--- src/rtl/pattern_serializer_if.sv ---
// Load handshake bundle for pattern_serializer: pattern, length and repeat count
// offered under valid/ready.
interface pattern_serializer_if #(
    parameter int unsigned WIDTH = 8,
    parameter int unsigned LEN_W = 4,
    parameter int unsigned REP_W = 4
);
    logic             load_valid;
    logic             load_ready;
    logic [WIDTH-1:0] load_pattern;
    logic [LEN_W-1:0] load_len;
    logic [REP_W-1:0] load_rep;

    modport master (
        output load_valid,
        output load_pattern,
        output load_len,
        output load_rep,
        input  load_ready
    );

    modport slave (
        input  load_valid,
        input  load_pattern,
        input  load_len,
        input  load_rep,
        output load_ready
    );
endinterface

--- src/rtl/pattern_serializer.sv ---
// Serial pattern generator: sends a captured pattern MSB-first for load_rep+1 passes.
// Define PATTERN_SERIALIZER_GAP_EN to insert one idle cycle between passes.
module pattern_serializer #(
    parameter int unsigned WIDTH = 8,
    parameter int unsigned LEN_W = 4,
    parameter int unsigned REP_W = 4
) (
    input  logic                 clk,
    input  logic                 rst_n,
    pattern_serializer_if.slave  ld,
    input  logic                 abort,
    output logic                 data_out,
    output logic                 data_valid,
    output logic                 busy,
    output logic                 done
);

    typedef enum logic [1:0] {
        StIdle  = 2'd0,
        StShift = 2'd1,
`ifdef PATTERN_SERIALIZER_GAP_EN
        StGap   = 2'd2,
`endif
        StDone  = 2'd3
    } state_e;

    localparam logic [LEN_W-1:0] WidthL = LEN_W'(WIDTH);
    localparam logic [LEN_W-1:0] LenOne = LEN_W'(1);
    localparam logic [REP_W-1:0] RepOne = REP_W'(1);

    state_e           state_q;
    logic [WIDTH-1:0] pattern_q;
    logic [LEN_W-1:0] len_m1_q;
    logic [LEN_W-1:0] idx_q;
    logic [REP_W-1:0] pass_q;
    logic [LEN_W-1:0] cap_len_m1;

    // Zero or oversize lengths mean a full-width pattern.
    always_comb begin
        cap_len_m1 = ld.load_len - LenOne;
        if (ld.load_len == '0 || ld.load_len > WidthL) begin
            cap_len_m1 = WidthL - LenOne;
        end
    end

    function automatic logic bit_at(input logic [WIDTH-1:0] p, input logic [LEN_W-1:0] i);
        logic [WIDTH-1:0] s;
        s = p >> i;
        return s[0];
    endfunction

    always_ff @(posedge clk or negedge rst_n) begin
        if (!rst_n) begin
            state_q       <= StIdle;
            pattern_q     <= '0;
            len_m1_q      <= '0;
            idx_q         <= '0;
            pass_q        <= '0;
            ld.load_ready <= 1'b1;
            data_out      <= 1'b0;
            data_valid    <= 1'b0;
            busy          <= 1'b0;
            done          <= 1'b0;
        end else if (abort && state_q != StIdle) begin
            state_q       <= StIdle;
            pattern_q     <= '0;
            len_m1_q      <= '0;
            idx_q         <= '0;
            pass_q        <= '0;
            ld.load_ready <= 1'b1;
            data_out      <= 1'b0;
            data_valid    <= 1'b0;
            busy          <= 1'b0;
            done          <= 1'b0;
        end else begin
            unique case (state_q)
                StIdle: begin
                    if (ld.load_valid) begin
                        state_q       <= StShift;
                        pattern_q     <= ld.load_pattern;
                        len_m1_q      <= cap_len_m1;
                        idx_q         <= cap_len_m1;
                        pass_q        <= ld.load_rep;
                        ld.load_ready <= 1'b0;
                        busy          <= 1'b1;
                        data_valid    <= 1'b1;
                        data_out      <= bit_at(ld.load_pattern, cap_len_m1);
                    end
                end
                StShift: begin
                    if (idx_q == '0) begin
                        if (pass_q != '0) begin
                            pass_q <= pass_q - RepOne;
                            idx_q  <= len_m1_q;
`ifdef PATTERN_SERIALIZER_GAP_EN
                            state_q    <= StGap;
                            data_valid <= 1'b0;
                            data_out   <= 1'b0;
`else
                            data_out <= bit_at(pattern_q, len_m1_q);
`endif
                        end else begin
                            state_q    <= StDone;
                            data_valid <= 1'b0;
                            data_out   <= 1'b0;
                            busy       <= 1'b0;
                            done       <= 1'b1;
                        end
                    end else begin
                        idx_q    <= idx_q - LenOne;
                        data_out <= bit_at(pattern_q, idx_q - LenOne);
                    end
                end
`ifdef PATTERN_SERIALIZER_GAP_EN
                StGap: begin
                    state_q    <= StShift;
                    data_valid <= 1'b1;
                    data_out   <= bit_at(pattern_q, idx_q);
                end
`endif
                StDone: begin
                    state_q       <= StIdle;
                    done          <= 1'b0;
                    ld.load_ready <= 1'b1;
                end
                default: begin
                    state_q       <= StIdle;
                    ld.load_ready <= 1'b1;
                    data_valid    <= 1'b0;
                    data_out      <= 1'b0;
                    busy          <= 1'b0;
                    done          <= 1'b0;
                end
            endcase
        end
    end

endmodule
--- src/flat_wrapper.sv ---
// flat-port wrapper written by rule: the top's interface ports become plain ports
module pattern_serializer_flat 
#(
    parameter int unsigned WIDTH = 8,
    parameter int unsigned LEN_W = 4,
    parameter int unsigned REP_W = 4
)
  (clk, rst_n, abort, data_out, data_valid, busy, done, ld_load_valid, ld_load_pattern, ld_load_len, ld_load_rep, ld_load_ready);
  pattern_serializer_if #(.WIDTH(WIDTH), .LEN_W(LEN_W), .REP_W(REP_W)) ld_i ();
  input  logic clk;
  input  logic rst_n;
  input  logic abort;
  output logic data_out;
  output logic data_valid;
  output logic busy;
  output logic done;
  input wire logic [$bits(ld_i.load_valid)-1:0] ld_load_valid;
  input wire logic [$bits(ld_i.load_pattern)-1:0] ld_load_pattern;
  input wire logic [$bits(ld_i.load_len)-1:0] ld_load_len;
  input wire logic [$bits(ld_i.load_rep)-1:0] ld_load_rep;
  output wire logic [$bits(ld_i.load_ready)-1:0] ld_load_ready;
  assign ld_i.load_valid = ld_load_valid;
  assign ld_i.load_pattern = ld_load_pattern;
  assign ld_i.load_len = ld_load_len;
  assign ld_i.load_rep = ld_load_rep;
  assign ld_load_ready = ld_i.load_ready;
  pattern_serializer #(.WIDTH(WIDTH), .LEN_W(LEN_W), .REP_W(REP_W)) u_core (.clk(clk), .rst_n(rst_n), .ld(ld_i), .abort(abort), .data_out(data_out), .data_valid(data_valid), .busy(busy), .done(done));
endmodule
--- config.mk ---
export PLATFORM = sky130hd
export DESIGN_NAME = pattern_serializer_flat
export DESIGN_NICKNAME = d
export VERILOG_FILES = /design/src/rtl/pattern_serializer_if.sv /design/src/rtl/pattern_serializer.sv /design/src/flat_wrapper.sv
export SDC_FILE = /design/constraint.sdc
export NUM_CORES = 1
export LEC_CHECK = 0
export ABC_AREA = 1
export CORE_MARGIN = 10
export CORE_UTILIZATION = 55
export CTS_CLUSTER_DIAMETER = 200
export CTS_CLUSTER_SIZE = 40
export DETAILED_ROUTE_END_ITERATION = 8
export PLACE_DENSITY = 0.81
export SLEW_MARGIN = 20
export SYNTH_ARGS = -nofsm -noshare
export SYNTH_HDL_FRONTEND = slang
export SYNTH_SLANG_ARGS = --single-unit
--- constraint.sdc ---
create_clock -name clk -period 4.8 [get_ports clk]
set_clock_uncertainty 0.2 [all_clocks]
set_input_delay 0.72 -clock clk [delete_from_list [all_inputs] [get_ports clk]]
set_output_delay 0.72 -clock clk [all_outputs]
set_load 0.1 [all_outputs]
# == Yosys cells after proc, flatten, opt, wreduce, memory -nomap -nowiden ==
# Index checks and enable logic that the tools add are counted.
# W data, S select, Z words.
# totals
rom_bits,0
ff_bits,26
memories,0
ram_bits,0
latch_bits,0
wordCells,82
inputBits,20
# op_classes
n_reduce_logical,18
n_lt_le_gt_ge,1
addsub,3
mux,38
shift,3
bitwise,0
multipliers,0
n_div,0
eq_ne,10
# op_table
cell,count
$mux W4,11
$mux W8,3
$shr A8 B4 Y1,3
$pmux W4 S2,2
$mux W1,13
$sub A4 B1 Y4 const B,3
$reduce_and A3 Y1,3
$logic_not A4 Y1,2
$mux W2,4
$reduce_and A4 Y1,2
$ne A2 B1 Y1 const B,3
$ne A3 B1 Y1 const B,2
$ne A3 B2 Y1 const B,2
$pmux W1 S3,2
$reduce_and A2 Y1,3
$reduce_bool A2 Y1,3
$gt A4 B4 Y1 const B,1
$ne A4 B3 Y1 const B,1
$pmux W1 S2,2
$pmux W2 S2,1
$reduce_bool A4 Y1,1
$reduce_bool A3 Y1,1
$eq A2 B1 Y1 const B,1
$eq A2 B2 Y1 const B,1
other kinds (3),3

# == Depth between registers and ports, before layout ==
# Gate-level depths: netlist (run 1).
# logic_depth
ltp_word,7
mapped_depth,12
ltp_nobuf,12

# == Worst setup path before layout (run 1) ==
# No wires, ideal clock.
# synth_path
kind,flip-flop to output port
startpoint,register u_core.data_valid
endpoint,output data_valid
arrival_ps,1335
n_path_buf,1
stages_incl_launch_ff,2
slack_ps,2545
required_ps,3880
path_cell_list,dfrtp_1 buf_4
# synth_lines
element,line_no,source
start: declaration,pattern_serializer.sv:13,"output logic data_valid,"
start signal: assignment,pattern_serializer.sv:61,data_valid <= 1'b0;
start signal: assignment,pattern_serializer.sv:72,data_valid <= 1'b0;
start signal: assignment,pattern_serializer.sv:86,data_valid <= 1'b1;
end: declaration,flat_wrapper.sv:14,output logic data_valid;
# No word-level cell between the ends.

# == Final worst setup path (run 1) ==
# layout_path
startpoint,register u_core.ld.load_ready
endpoint,output ld_load_ready
# layout_lines
element,line_no,source
start: declaration,pattern_serializer_if.sv:27,output load_ready
start signal: assignment,pattern_serializer.sv:59,ld.load_ready <= 1'b1;
start signal: assignment,pattern_serializer.sv:70,ld.load_ready <= 1'b1;
start signal: assignment,pattern_serializer.sv:84,ld.load_ready <= 1'b0;
end: declaration,flat_wrapper.sv:21,output wire logic [$bits(ld_i.load_ready)-1:0] ld_load_ready;
# No word-level cell between the ends.

==> results of run 1 <==
## sequential cells by signal, summed over array words and instances (netlist names)
name	cells
u_core.pattern_q	8
u_core.idx_q	4
u_core.len_m1_q	4
u_core.pass_q	4
u_core.state_q	2
u_core.data_out	1
u_core.data_valid	1
u_core.done	1
u_core.ld.load_ready	1
## report_power, final
| part | switching (mW) | total, mW | internal [mW] |
|---|---|---|---|
| Sequential | 0.0623 | 0.376 | 0.313 |
| Combinational | 0.542 | 0.802 | 0.260 |
| Clock | 0.0633 | 0.0958 | 0.0325 |
| Total | 0.667 | 1.27 | 0.606 |
## cell usage after synthesis (2+ instances only)
master,n,area (µm²)
nand4_1,2,12.5
nor2_4,2,22.5
inv_1,36,135
o21ai_0,19,95.1
ha_1,4,50.1
inv_2,2,7.51
o21ai_1,4,20.0
a21oi_1,6,30.0
nand2_1,63,236
dfrtp_1,25,626
nor2_1,13,48.8
o22ai_1,13,81.3
nand2_2,5,31.3
nand3_1,33,165
## final cells by class
class                      count  share of cell area (%)
tap                           31                    1.98
multi-input combinational    170                    43.4
sequential                    26                    33.2
inverter                      39                    7.46
clock buffer                   4                    1.34
timing repair buffer          25                    12.6
## worst paths after layout
path,from,endpoint,slack (ns)
setup / recovery,u_core.ld.load_ready,ld_load_ready,1.89
hold / removal,u_core.ld.load_ready,u_core.ld.load_ready,0.29
setup reg to reg,u_core.idx_q[0],u_core.data_out,2.68
hold reg to reg,u_core.ld.load_ready,u_core.ld.load_ready,0.29
max in group asynchronous,rst_n,u_core.ld.load_ready,3.55
min in group asynchronous,rst_n,u_core.pattern_q[3],0.54
## worst reg2reg max path, delay by kind of cell, from the launching register on
family | cells | cell delay, ns
simple gates | 10 | 1.04
flops | 1 | 0.45
buf+inv | 1 | 0.18
fa+ha+maj | 1 | 0.20
## per-layer routing
layer	routed length [µm]	share of wire, %	global-route usage [%]	vias up
li1	-	-	-	829
met1	1790	47	19.1	733
met2	1720	45	23.6	47
met3	228	6.0	2.89	6
met4	46	1.2	3.99	0
met5	0	0	0	-
## cells by family (layout without fill, tap and decap cells)
| family | after synthesis | in the layout | synth area share (%) |
|---|---|---|---|
| AOI/OAI and AO/OA | 45 | 45 | 15.7 |
| xor gates and xnor gates | 1 | 1 | 0.527 |
| adders and majority gates | 4 | 4 | 3.01 |
| buffers and inverters | 41 | 68 | 9.56 |
| DFF | 26 | 26 | 39.2 |
| and+or+nand+nor | 120 | 120 | 31.9 |
## layout by cell type (no fill, tap or decap)
master / netlist / layout
inv_2: 2 / 2
o21ai_0: 19 / 19
o22ai_1: 13 / 13
clkinv_1: 1 / 1
a21oi_1: 6 / 6
nor2_1: 13 / 13
dfstp_2: 1 / 1
nor2_2: 1 / 1
a21oi_2: 1 / 1
ha_1: 4 / 4
buf_4: 1 / 1
nand2_2: 5 / 5
inv_1: 36 / 36
o21ai_1: 4 / 4
clkbuf_4: 0 / 3
a32o_1: 1 / 1
xor2_1: 1 / 1
nand2_1: 63 / 63
clkbuf_1: 0 / 1
nor2_4: 2 / 2
a21oi_4: 1 / 1
dfrtp_1: 25 / 25
and2_2: 1 / 1
clkdlybuf4s50_1: 0 / 24
nand3_1: 33 / 33
nand4_1: 2 / 2
## metrics by stage
step,instances,worst slack [ns],utilization [%]
after floorplan,237,2.54,-
after global placement,291,2.25,68.4
after detailed placement,291,2.19,68.4
after CTS,295,1.88,69.3
after global routing,295,1.82,69.3
final,295,1.89,69.3
==> summary.md, run 1 <==
| Metric | Value |
|---|---|
| Final period utilization | `60.6%` |
| Crit end category | `output port` |
| Remaining global-route overflow | `0` |
| Largest net degree at the start of global routing | `27` |
| Clk slew on worst S/H paths | `0.13 ns` |
| Ports | `25` |
| Dpl cell area | `1940 µm²` |
| Via count | `1,615` |
| FF-to-FF path depth | `12` |
| Worst skew pair latency | `0.32 ns` |
| Worst vdd ir | `0.000424 V` |
| Setup TNS | `0 ns` |
| Total CTS buffers | `3` |
| Worst-Margin Slew | `0.988 ns` |
| P&R area growth vs syn | `18.1%` |
| Die area | `5620 µm²` |
| Final wirelength | `3790 µm` |
| Cell area power density | `649 nW/µm²` |
| Cells along the critical path | `clkdlybuf4s50_1` |
| Cells after Synth | `237` |
| Status | `finished, final reports clean` |
| Post-layout power | `1.27 mW` |
| WHS | `0.286 ns` |
| Filler Cells Inserted | `267` |
| Post-synthesis sequential area ratio | `39.2%` |
| DP Wirelength | `3090 µm` |
| Clock root buffer | `clkbuf_4` |
| Max Cap Violations | `0` |
| WP data required | `3.88 ns` |
| P_leak | `0.995 nW` |
| Clk buf depth | `2` |
| Worst hold stages | `2` |
| Initial DRC count | `100` |
| Unique masters post-synth | `24` |
| Max-Slew Margin vs Limit | `33.9%` |
| Final Hold Vio Count | `0` |
| Family with the most delay on the worst path | `buffers and inverters` |
| Rows | `19` |
| EDFF count, synth | `0` |
| Setup violators final | `0` |
| CP peak stage delay | `1.12 ns` |
| Initial core utilization | `58.7%` |
| Core ar. | `2830 µm²` |
| Net count, final | `289` |
| CTS hold repair buffers | `0` |
| CTS tree | `yes` |
| DRC viols | `0` |
| Tot GR Track Use | `14.5%` |
| Resize count post-CTS | `0` |
| CP max-delay cell | `clkdlybuf4s50_1` |
| Multi-input logic area | `851 µm²` |
| Worst Setup Start Kind | `flop` |
| WP buf/inv | `1` |
| Number of global-route vias before repair | `1,550` |
| Crit Path Max Fanout | `2` |
| Mean Syn Cell Area | `7.01 µm²` |
| Yosys reg bits | `26` |
| Layout cells sized above 1 | `6.82%` |
| Finished Cell Area | `1960 µm²` |
| CTS H-tree depth | `1` |
| Crit path DAT | `1.99 ns` |
| Post-CTS Setup Bufs | `0` |
| Die X | `75.0 µm` |
| Final Critical Period | `2.91 ns` |
| Min-Delay Path Class | `reg -> reg` |
| # port buffers | `24` |
| Detailed Routing Iterations Pass 1 | `5` |
| Antenna fix cells | `0` |
| Syn Nets | `261` |
| Global-route wire length before repair | `6570 µm` |
| Drt wl/cell | `12.8 µm` |
| Reg area | `652 µm²` |
| Vias per cell | `5.47` |
| WP depth | `1` |
| Die extent in y | `75.0 µm` |
| Post-route antenna net violation count | `0` |
| Highest Clock Rate | `0.344 GHz` |
| GPL Wtd Cong | `0.875` |
| Clk sinks | `26` |
| Critical path class | `reg -> out` |
| Post-synthesis async set-or-reset flop share | `100%` |
| Ys Warns | `0` |
| Slew Viols, Final | `0` |
| Post-Synthesis Cell Area | `1660 µm²` |
| Prevailing post-synth register cell | `dfrtp_1` |
| Initial antenna violation count | `0` |
| Unrepaired setup endpoints after global routing | `false` |
Note: power is estimated with default switching activity, not from simulation.
==> inputs of run 2 (changes only) <==
Settings changed: CORE_UTILIZATION 55 to 54, PLACE_DENSITY 0.81 to 0.8.
Clock period 4.8 ns to 3 ns, I/O delays scaled along.
==> run 2 against run 1 <==
Non-clock buffer count unchanged. Sequential power increased by 61%. Worst hold slack got worse by 0.0051 ns. Largest cell class unchanged. Largest power group unchanged.
==> summary.md, run 2 (synthesis results as in run 1) <==
| Metric | Value |
|---|---|
| Status | `finished, final reports clean (unchanged)` |
| Post-route antenna net violation count | `0 (unchanged)` |
| Worst Setup Start Kind | `flop (unchanged)` |
| P&R area growth vs syn | `17.5% (was 18.1%)` |
| Post-layout power | `2.04 mW (was 1.27 mW)` |
| Layout Cells excl Fill | `297 (was 295)` |
| Max Cap Violations | `0 (unchanged)` |
| Final Hold Vio Count | `0 (unchanged)` |
| Drt wl/cell | `13.2 µm (was 12.8 µm)` |
| Net Sw Frac | `53.1% (was 52.4%)` |
| Net count, final | `289 (unchanged)` |
| Reg power frac | `29.6% (was 29.5%)` |
| Switch Pwr | `1.09 mW (was 0.667 mW)` |
| Antenna fix cells | `0 (unchanged)` |
| Clock power share | `7.5% (about the same)` |
| Crit Path Max Fanout | `10 (was 2)` |
| Cell Count Post-Placement | `293 (was 291)` |
| P_leak | `1.00 nW (was 0.995 nW)` |
| DRC viols | `0 (unchanged)` |
| Die extent in y | `75.5 µm (was 75.0 µm)` |
| Total CTS buffers | `3 (unchanged)` |
| Min-Delay Path Class | `in -> async (was reg -> reg)` |
| Slew Viols, Final | `0 (unchanged)` |
| Ports | `25 (unchanged)` |
| Crit path DAT | `2.25 ns (was 1.99 ns)` |
| GPL Wtd Cong | `0.843 (was 0.875)` |
| Finished Cell Area | `1950 µm² (was 1960 µm²)` |
| Highest Clock Rate | `0.457 GHz` |
| CTS H-tree depth | `1 (unchanged)` |
| Clock root buffer | `clkbuf_4 (unchanged)` |
| Crit end category | `flop (was output port)` |
| Tot GR Track Use | `14.6% (was 14.5%)` |
| Largest net degree at the start of global routing | `27 (unchanged)` |
| # port buffers | `24 (unchanged)` |
| Final period utilization | `72.9%` |
| Setup TNS | `0 ns (unchanged)` |
| Critical path class | `reg -> reg (was reg -> out)` |
| Layout cells sized above 1 | `8.71% (was 6.82%)` |
| Most frequent cells in the layout | `nand2_1 (63), inv_1 (36), nand3_1 (33) (unchanged)` |
| Initial core utilization | `55.3% (was 58.7%)` |
| Die area | `5700 µm² (was 5620 µm²)` |
| Worst skew pair latency | `0.31 ns (was 0.32 ns)` |
| Max FFs per register | `8 (unchanged)` |
| Core ar. | `3000 µm² (was 2830 µm²)` |
| Setup ws final | `0.813 ns (was 1.89 ns)` |
| Clk sinks | `26 (unchanged)` |
| WHS | `0.280 ns (was 0.286 ns)` |
| Biggest register | `u_core.pattern_q (unchanged)` |
| Unrepaired setup endpoints after global routing | `false (unchanged)` |
| Number of global-route vias before repair | `1,508 (was 1,550)` |
| Top Metal Used | `met4 (unchanged)` |
| Global-route wire length before repair | `6660 µm (was 6570 µm)` |
| Setup violators final | `0 (unchanged)` |
| Worst vdd ir | `0.000802 V (was 0.000424 V)` |
| Via count | `1,619 (was 1,615)` |
| Pint | `0.959 mW (was 0.606 mW)` |
| Die X | `75.5 µm (was 75.0 µm)` |
| Final Critical Period | `2.19 ns` |
| WL met1 | `1950 µm (was 1790 µm)` |
| Final wirelength | `3930 µm (was 3790 µm)` |
| Worst-Margin Slew | `0.430 ns (was 0.988 ns)` |
| Cell area power density | `1050 nW/µm² (was 649 nW/µm²)` |
| Rows | `20 (was 19)` |
| Vias per cell | `5.45 (was 5.47)` |
| Initial antenna violation count | `0 (unchanged)` |
| Detailed Routing Iterations Pass 1 | `4 (was 5)` |
| CTS tree | `yes (unchanged)` |
| DP Wirelength | `3080 µm (was 3090 µm)` |
| Commonest non-fill, non-tap cell in the layout | `nand2_1 (unchanged)` |
| Post-CTS Setup Bufs | `0 (unchanged)` |
| Clk buf depth | `2 (unchanged)` |
| Remaining global-route overflow | `0 (unchanged)` |
| CTS hold repair buffers | `0 (unchanged)` |
| Worst slack at placement | `0.660 ns (was 2.19 ns)` |
| Dpl cell area | `1930 µm² (was 1940 µm²)` |
| Met2 wire length | `1770 µm (was 1720 µm)` |
| Combinational share of power | `62.9% (was 63.0%)` |
| Clk slew on worst S/H paths | `0.14 ns (was 0.13 ns)` |
| Wire length on met3 | `178 µm (was 228 µm)` |
| Resize count post-CTS | `0 (unchanged)` |
| WP data required | `3.06 ns (was 3.88 ns)` |
| Final Core Density | `65.0% (was 69.3%)` |
| Max-Slew Margin vs Limit | `71.3% (was 33.9%)` |
| Initial DRC count | `138 (was 100)` |
## run 2: changes by cell type in the layout (fill, tap and decap cells not counted)
cell,before,now
buf_4,1,6
clkdlybuf4s50_1,24,19
## run 2: worst max-delay path, cell delays in order (launching register included)
cell	delay, ns
dfrtp_1	0.44
clkinv_1	0.27
ha_1	0.32
nand3_1	0.28
nand2_1	0.12
nor2_1	0.11
nand3_1	0.11
nand2_1	0.07
nand2_1	0.06
nand2_1	0.07
nand2_1	0.04
nand2_1	0.05
## run 2: worst paths after layout
| path | endpoint | cells after the start | slack, ns | startpoint |
|---|---|---|---|---|
| worst min-delay path | u_core.pattern_q[2] | 2 | 0.28 | rst_n |
| max in group asynchronous | u_core.ld.load_ready | 2 | 2.02 | rst_n |
| min in group clk | u_core.ld.load_ready | 2 | 0.29 | u_core.ld.load_ready |
| worst min register to register | u_core.ld.load_ready | 2 | 0.29 | u_core.ld.load_ready |
| worst max-delay path | u_core.data_out | 11 | 0.81 | u_core.idx_q[0] |
| worst max register to register | u_core.data_out | 11 | 0.81 | u_core.idx_q[0] |
## run 2: final cells by class
| class | instances | area [µm²] |
|---|---|---|
| clock buffers | 4 | 26.3 |
| fillers | 275 | 1050 |
| repair buffers | 25 | 235 |
| well taps | 33 | 41.3 |
| multi-input cells | 170 | 851 |
| inverters | 39 | 146 |
| flip-flops and latches | 26 | 652 |
## run 2: per-layer routing
layer / vias up / GRT usage (%)
li1: 834 / -
met1: 746 / 20.9
met2: 37 / 21.7
met3: 2 / 2.60
met4: 0 / 4.12
met5: - / 0
## run 2: power groups by stage
stage / logic, mW / registers, mW / clock network, mW
after floorplan: 0.864 / 0.743 / 0
after global placement: 1.26 / 0.607 / 0
after detailed placement: 1.28 / 0.610 / 0
after CTS: 1.28 / 0.603 / 0.159
after global routing: 1.44 / 0.623 / 0.172
final: 1.29 / 0.606 / 0.153
==> inputs of run 3 (changes only) <==
Clock period 3 ns to 2.2 ns, I/O delays scaled along.
==> run 3 against run 2 <==
Non-clock buffer count up 8. Maximum frequency grew 11%. Utilization up 2.8 points. Via count rose by 0.80%. Setup slack got worse by 0.58 ns. Power increased by 44%. Final cell count increased by 2.7%. Sequential power increased by 37%. Final area grew 4.4%. Clock power increased by 64%. Register-to-register slack lost 0.58 ns. Critical endpoint unchanged.
==> summary.md, run 3 (synthesis results as in run 1) <==
| Metric | Value |
|---|---|
| Global-route wire length before repair | `7020 µm (was 6660 µm)` |
| Max Cap Violations | `0 (unchanged)` |
| Worst Setup Start Kind | `flop (unchanged)` |
| GPL Wtd Cong | `0.849 (was 0.843)` |
| Critical path class | `reg -> reg (unchanged)` |
| Unrepaired setup endpoints after global routing | `false (unchanged)` |
| WP data required | `2.29 ns (was 3.06 ns)` |
| CTS hold repair buffers | `0 (unchanged)` |
| R2r startpoint | `u_core.idx_q[0] (unchanged)` |
| Critical R2R Capture | `u_core.data_out (unchanged)` |
| Worst-Margin Slew | `0.337 ns (was 0.430 ns)` |
| P_leak | `1.05 nW (was 1.00 nW)` |
| Via count | `1,632 (was 1,619)` |
| Crit path DAT | `2.05 ns (was 2.25 ns)` |
| Pint | `1.43 mW (was 0.959 mW)` |
| Core ar. | `3000 µm² (unchanged)` |
| Setup ws final | `0.237 ns (was 0.813 ns)` |
| Final period utilization | `89.2% (was 72.9%)` |
| Antenna fix cells | `0 (unchanged)` |
| Detailed Routing Iterations Pass 1 | `4 (unchanged)` |
| Setup violators final | `0 (unchanged)` |
| Setup TNS | `0 ns (unchanged)` |
| # port buffers | `24 (unchanged)` |
| Cell area power density | `1440 nW/µm² (was 1050 nW/µm²)` |
| Worst skew pair latency | `0.33 ns (was 0.31 ns)` |
| P&R area growth vs syn | `22.6% (was 17.5%)` |
| Drt wl/cell | `13.0 µm (was 13.2 µm)` |
| Clk slew on worst S/H paths | `0.15 ns (was 0.14 ns)` |
| Biggest register | `u_core.pattern_q (unchanged)` |
| Reg power frac | `28.2% (was 29.6%)` |
| Combinational share of power | `63.2% (was 62.9%)` |
| Initial core utilization | `55.3% (unchanged)` |
| Final Hold Vio Count | `0 (unchanged)` |
| Most frequent cells in the layout | `nand2_1 (63), inv_1 (36), nand3_1 (33) (unchanged)` |
| Post-route antenna net violation count | `0 (unchanged)` |
| Worst vdd ir | `0.000930 V (was 0.000802 V)` |
| Flop2flop setup slack | `0.24 ns (was 0.81 ns)` |
| Slew Viols, Final | `0 (unchanged)` |
| Crit end category | `flop (unchanged)` |
| CTS tree | `yes (unchanged)` |
| Clk sinks | `26 (unchanged)` |
| FF-to-FF path depth | `12 (was 11)` |
| Rows | `20 (unchanged)` |
| Net count, final | `297 (was 289)` |
| Die X | `75.5 µm (unchanged)` |
| Final wirelength | `3960 µm (was 3930 µm)` |
| DRC viols | `0 (unchanged)` |
| Status | `finished, final reports clean (unchanged)` |
| Commonest non-fill, non-tap cell in the layout | `nand2_1 (unchanged)` |
| Die area | `5700 µm² (unchanged)` |
| Initial antenna violation count | `0 (unchanged)` |
| Largest net degree at the start of global routing | `27 (unchanged)` |
| Clk buf depth | `2 (unchanged)` |
| Clock power share | `8.6% (was 7.5%)` |
| Die extent in y | `75.5 µm (unchanged)` |
| Tot GR Track Use | `15.4% (was 14.6%)` |
| Highest Clock Rate | `0.509 GHz (was 0.457 GHz)` |
| Worst slack at placement | `0.0125 ns (was 0.660 ns)` |
| Max-Slew Margin vs Limit | `77.5% (was 71.3%)` |
| Vias per cell | `5.35 (was 5.45)` |
| Final Critical Period | `1.96 ns (was 2.19 ns)` |
| Total CTS buffers | `3 (unchanged)` |
| Min-Delay Path Class | `in -> async (unchanged)` |
| Net Sw Frac | `51.3% (was 53.1%)` |
| Ports | `25 (unchanged)` |
| Switch Pwr | `1.51 mW (was 1.09 mW)` |
| Crit Path Max Fanout | `6 (was 10)` |
| Remaining global-route overflow | `0 (unchanged)` |
| WHS | `0.155 ns (was 0.280 ns)` |
| Layout cells sized above 1 | `12.1% (was 8.71%)` |
| Clock root buffer | `clkbuf_4 (unchanged)` |
| Number of global-route vias before repair | `1,608 (was 1,508)` |
| Initial DRC count | `101 (was 138)` |
| Max FFs per register | `8 (unchanged)` |
| CTS H-tree depth | `1 (unchanged)` |
| DP Wirelength | `3160 µm (was 3080 µm)` |
-- run 3: cell types whose count changed in the layout (fill, tap and decap cells not counted) --
| cell | change |
|---|---|
| buf_4 | +7 |
| nor2_2 | +1 |
| buf_12 | +1 |
| nor2_1 | -1 |
| clkbuf_8 | +1 |
| clkbuf_1 | -1 |
-- run 3: metal layers --
layer  wire length, µm  GRT usage [%]
met1              2000           21.9
met5                 0              0
met4                53           5.98
met3               122           1.82
met2              1780           23.2
-- run 3: area by class of cell --
| type | instances | area (µm²) |
|---|---|---|
| Multi-Input combinational cell | 170 | 853 |
| Timing Repair Buffer | 33 | 308 |
| Clock buffer | 4 | 36.3 |
| Sequential cell | 26 | 652 |
| Tap cell | 33 | 41.3 |
| Inverter | 39 | 146 |
| Fill cell | 274 | 966 |
-- run 3: power groups by stage --
stage | sequential, mW | clock, mW | combinational (mW)
6_report | 0.830 | 0.251 | 1.86
5_1_grt | 0.864 | 0.274 | 2.07
4_1_cts | 0.828 | 0.255 | 1.85
3_5_place_dp | 0.840 | 0 | 1.84
3_3_place_gp | 0.835 | 0 | 1.83
2_1_floorplan | 1.01 | 0 | 1.18
-- run 3: worst max-delay path, cell delays in order, from the launching register on --
cell and delay (ns):
dfrtp_1 0.46, clkinv_1 0.14, ha_1 0.20, nand2_1 0.07, nor2_2 0.22, nand2_1 0.12
nor2_1 0.12, nand3_1 0.08, nand2_1 0.07, nand2_1 0.06, nand2_1 0.09, nand2_1 0.05
nand2_1 0.05
-- run 3: per-stage QoR --
| stage | utilization [%] | power (mW) | cells | area, µm² |
|---|---|---|---|---|
| after floorplan | - | 2.19 | 237 | 1660 |
| after global placement | 66.5 | 2.66 | 301 | 2000 |
| after detailed placement | 66.5 | 2.68 | 301 | 2000 |
| after CTS | 67.8 | 2.93 | 305 | 2030 |
| after global routing | 67.8 | 3.21 | 305 | 2040 |
| final | 67.8 | 2.94 | 305 | 2040 |
-- run 3: worst max path at each step --
stage / cells after the start / slack [ns] / from / end
after floorplan: 1 / 0.33 / u_core.data_valid / data_valid
after global placement: 12 / 0.10 / ld_load_len[0] / u_core.data_out
after detailed placement: 13 / 0.01 / ld_load_len[0] / u_core.data_out
after CTS: 12 / 0.14 / u_core.idx_q[0] / u_core.data_out
after global routing: 12 / 0.07 / u_core.idx_q[0] / u_core.data_out
final: 12 / 0.24 / u_core.idx_q[0] / u_core.data_out
-- run 3: repair_timing --
item / CTS / global route
gates resized for setup: 0 / 1
endpoints found under the setup margin: 0 / 1
buffers inserted: 0 / 0
hold endpoints to repair: 0 / 0
